## src/rtl/ahb_master.sv

```systemverilog
// AHB-Lite single-transfer initiator: converts a valid/ready request port into
// pipelined NONSEQ transfers, tolerating wait states and two-cycle ERROR responses.
module ahb_master #(
  parameter int unsigned addr_w = 32
) (
  input  logic              hclk,
  input  logic              hresetn,
  input  logic              req,
  output logic              req_rdy,
  input  logic              req_we,
  input  logic [addr_w-1:0] req_addr,
  input  logic [2:0]        req_size,
  input  logic [31:0]       req_wd,
  output logic              resp_valid,
  output logic [31:0]       resp_rd,
  output logic              resp_err,
  output logic [addr_w-1:0] haddr,
  output logic              hwrite,
  output logic [1:0]        htrans,
  output logic [2:0]        hsize,
  output logic [2:0]        hburst,
  output logic [31:0]       hwdata,
  input  logic [31:0]       hrdata,
  input  logic              hready,
  input  logic [1:0]        hresp
);

  typedef enum logic [1:0] {
    HTRANS_IDLE   = 2'b00,
    HTRANS_NONSEQ = 2'b10
  } htrans_e;

  logic              a_valid_q, a_valid_d;
  logic              d_valid_q, d_valid_d;
  logic [addr_w-1:0] haddr_q, haddr_d;
  logic              hwrite_q, hwrite_d;
  logic [2:0]        hsize_q, hsize_d;
  logic [31:0]       wdata_q, wdata_d;
  logic [31:0]       hwdata_q, hwdata_d;
  logic              resp_valid_q, resp_valid_d;
  logic [31:0]       resp_rd_q, resp_rd_d;
  logic              resp_err_q, resp_err_d;

  logic accept;
  logic advance;
  logic complete;
  logic hresp_unused;

  // Only the ERROR bit of hresp is meaningful for AHB-Lite.
  assign hresp_unused = hresp[1];

  always_comb begin
    req_rdy  = !a_valid_q || hready;
    accept   = req && req_rdy;
    advance  = a_valid_q && hready;
    complete = d_valid_q && hready;
  end

  // Accept, advance and completion may all fire on one edge; each stage
  // consumes from the one ahead of it, so the ordering below keeps them coherent.
  always_comb begin
    a_valid_d    = a_valid_q;
    d_valid_d    = d_valid_q;
    haddr_d      = haddr_q;
    hwrite_d     = hwrite_q;
    hsize_d      = hsize_q;
    wdata_d      = wdata_q;
    hwdata_d     = hwdata_q;
    resp_valid_d = 1'b0;
    resp_rd_d    = resp_rd_q;
    resp_err_d   = resp_err_q;

    if (complete) begin
      resp_valid_d = 1'b1;
      resp_rd_d    = hrdata;
      resp_err_d   = hresp[0];
      d_valid_d    = 1'b0;
    end

    if (advance) begin
      d_valid_d = 1'b1;
      a_valid_d = 1'b0;
      if (hwrite_q) begin
        hwdata_d = wdata_q;
      end
    end

    if (accept) begin
      a_valid_d = 1'b1;
      haddr_d   = req_addr;
      hwrite_d  = req_we;
      hsize_d   = req_size;
      wdata_d   = req_wd;
    end
  end

  always_ff @(posedge hclk or negedge hresetn) begin
    if (!hresetn) begin
      a_valid_q    <= 1'b0;
      d_valid_q    <= 1'b0;
      haddr_q      <= '0;
      hwrite_q     <= 1'b0;
      hsize_q      <= '0;
      wdata_q      <= '0;
      hwdata_q     <= '0;
      resp_valid_q <= 1'b0;
      resp_rd_q    <= '0;
      resp_err_q   <= 1'b0;
    end else begin
      a_valid_q    <= a_valid_d;
      d_valid_q    <= d_valid_d;
      haddr_q      <= haddr_d;
      hwrite_q     <= hwrite_d;
      hsize_q      <= hsize_d;
      wdata_q      <= wdata_d;
      hwdata_q     <= hwdata_d;
      resp_valid_q <= resp_valid_d;
      resp_rd_q    <= resp_rd_d;
      resp_err_q   <= resp_err_d;
    end
  end

  always_comb begin
    htrans     = a_valid_q ? HTRANS_NONSEQ : HTRANS_IDLE;
    haddr      = haddr_q;
    hwrite     = hwrite_q;
    hsize      = hsize_q;
    hburst     = '0;
    hwdata     = hwdata_q;
    resp_valid = resp_valid_q;
    resp_rd    = resp_rd_q;
    resp_err   = resp_err_q;
  end

endmodule

```

## config.mk

```make
export PLATFORM = sky130hd
export DESIGN_NAME = ahb_master
export DESIGN_NICKNAME = d
export VERILOG_FILES = /design/src/rtl/ahb_master.sv
export SDC_FILE = /design/constraint.sdc
export NUM_CORES = 1
export LEC_CHECK = 0
export CORE_UTILIZATION = 43
export CTS_CLUSTER_DIAMETER = 150
export CTS_CLUSTER_SIZE = 12
export DETAILED_ROUTE_END_ITERATION = 8
export PLACE_DENSITY = 0.79
export SLEW_MARGIN = 20
export SYNTH_ARGS = -nofsm -noshare
export SYNTH_HDL_FRONTEND = slang
export SYNTH_SLANG_ARGS = --single-unit
```

## constraint.sdc

```tcl
create_clock -name hclk -period 1.8 [get_ports hclk]
set_input_delay 0.36 -clock hclk [delete_from_list [all_inputs] [get_ports hclk]]
set_output_delay 0.36 -clock hclk [all_outputs]
set_load 0.05 [all_outputs]
```

==> results.toml <==
[run_status]
status = "complete, but fails checks"
violations = "DRC"

[placement]
dp_hpwl_um = 8650
routabilityCongestion = 0.749
numPortBuffers = 208
place_area_um2 = 7250
post-place-ws_ps = -53.9

[sta]
hold_viol_final = 0
fin_crit_ps = 1640
setup_violations = 0
fin_crit_sh_pct = 91.2
fin_ws_ps = 158
drv_slew = 0
clock.fmax_ghz = 0.609
fin_worst_skew_ps = 8.50
rsz0062_at_grt = "no"

[clock_network]
clk_latency_ps = 420
max-clock-path-buffers = 2
clock_sinks = 136
postCtsResizedCells = 0
cts_hold_buf = 1
post_cts_buffers = 0
numCtsBuffers = 17
cts_tree = "built"
cts_max_level = 4
path_clk_slew_ps = 50
ctsRootBufferMaster = "clkbuf_16"

[worst_setup_path]
critPathArrivalTime_ps = 1280
cp.required_ps = 1440
cp-endpoint = "req_rdy"
rrSetupSlack_ps = 440
startpoint = "hready"
crit_type = "in2out"
r2r-end = "haddr[23]"
ff2ff_path_depth = 4
regToRegStartpoint = "a_valid_q"
worst_setup_path_end_kind = "output port"
start_kind = "input pin"
critPathMaxFanout = 2

[drt]
drc = 40
ant_nets = 0
dr.first_iter.drc_count = 122
firstDrtPassIters = 6
num_vias = 3288
wire_per_inst_um = 17.3
routed_wirelength_um = 11800
viasPerCell = 4.85

[die]
ioPinCount = 214
initial_core_util_pct = 44.7
dieWidth_um = 111
dieArea_um2 = 12400
die_y_um = 111
rows = 39
coreArea_um2 = 11500

[layout]
layout_common_cells = "dfrtp_1 (136), mux2_2 (114), buf_4 (112), clkdlybuf4s50_1 (103), mux2_4 (20)"
drive_gt1_share_pct = 52.5
area_growth_syn_to_layout_pct = 51.2
fin_area_um2 = 7780
diodes = 0
layout_commonest_cell = "dfrtp_1"
fin_nets = 629

[global_routing]
antenna_found_initial = 0
grt_usage_pct = 20.8
grt_max_degree = 40
grt_pass1_vias = 3587
grt_pass1_wl_um = 19200
gr-total-overflow = 0

[synth]
syn_area_um2 = 5150
netlist_instances = 295
synth-seq-cells = 136
ys_types = 13
syn_avg_cell_area_um2 = 17.4
yosys_warnings = 0
yosysSeqAreaShare_pct = 66.1

[job]
cap_violations = 0

[power_and_ir_drop]
irDropWorstVdd_mv = 0.858
power_density_nw_per_um2 = 1430
leakage_uw = 0.00356

[hold_path]
min_path_type = "in2async"
[through the flow]
step	utilization (%)	setup TNS, ps	hold WS (ps)	total power (uW)	cells
6_report	67.6	0	436	11200	678
5_1_grt	67.6	0	437	11600	678
4_1_cts	67.6	0	404	11300	678
3_5_place_dp	62.9	-795	277	8190	646
3_3_place_gp	62.9	-516	275	8090	646
2_1_floorplan	-	0	64.4	6720	298
[where the power goes]
part	leakage [uW]	switching, uW	total [uW]	internal, uW
Clock	0.000258	1160	3050	1890
Combinational	0.00170	2570	4070	1500
Sequential	0.00159	331	4040	3700
[synthesized netlist by cell type]
cell	n	share of area, %
conb_1	1	0.073
nand2b_2	1	0.17
buf_2	10	0.97
nand2_1	1	0.073
mux2_2	114	25
buf_6	3	0.66
nand3_1	1	0.097
dfrtp_1	136	66
nand2b_1	1	0.12
inv_1	1	0.073
nand2_2	1	0.12
buf_4	5	0.73
mux2_4	20	5.8
[worst min-delay path by stage]
| stage | start | to | slack [ps] | cells past startpoint |
|---|---|---|---|---|
| floorplan | hresetn | a_valid_q | 60 | 0 |
| global placement | hresetn | haddr[15] | 280 | 1 |
| detailed placement | hresetn | haddr[30] | 280 | 1 |
| CTS | hresetn | haddr[30] | 400 | 2 |
| global route | hresetn | haddr[22] | 440 | 2 |
| finish | hresetn | haddr[22] | 440 | 2 |
[kinds of logic (layout without fill, tap and decap cells)]
| kind of cell | count (synthesis) | count (layout) | share of synthesized area, % |
|---|---|---|---|
| buf+inv | 19 | 256 | 2.43 |
| flops | 136 | 136 | 66.1 |
| mux | 134 | 134 | 30.8 |
| other cells | 1 | 4 | 0.0729 |
| simple gates | 5 | 5 | 0.584 |
[flip-flops by register name (all words and copies together) (netlist names)]
signal      count
resp_err        1
haddr          32
resp_valid      1
hsize           3
hwdata         32
wdata_q        32
resp_rd        32
a_valid_q       1
d_valid_q       1
hwrite          1
[layer usage]
metal  vias to the layer above  share of wire (%)  global-route usage (%)
met5                         -                  0                       0
met4                         0                1.7                    8.83
met3                        16                9.2                    8.55
met2                       138                 51                    35.1
met1                      1654                 38                    23.1
li1                       1480                  -                       -
[critical path: stages]
cell and delay, ps:
clkdlybuf4s50_1 420, nand2b_2 210, buf_4 150, buf_12 140
[final cells by class]
type	count	area (um^2)
Timing Repair Buffer	224	2030
Multi-Input combinational cell	143	1640
Fill cell	817	3740
Sequential cell	136	3400
Clock inverter	3	15.0
Tap cell	143	179
Inverter	1	3.75
Clock buffer	28	507
Power figures use the tool's default switching activity.
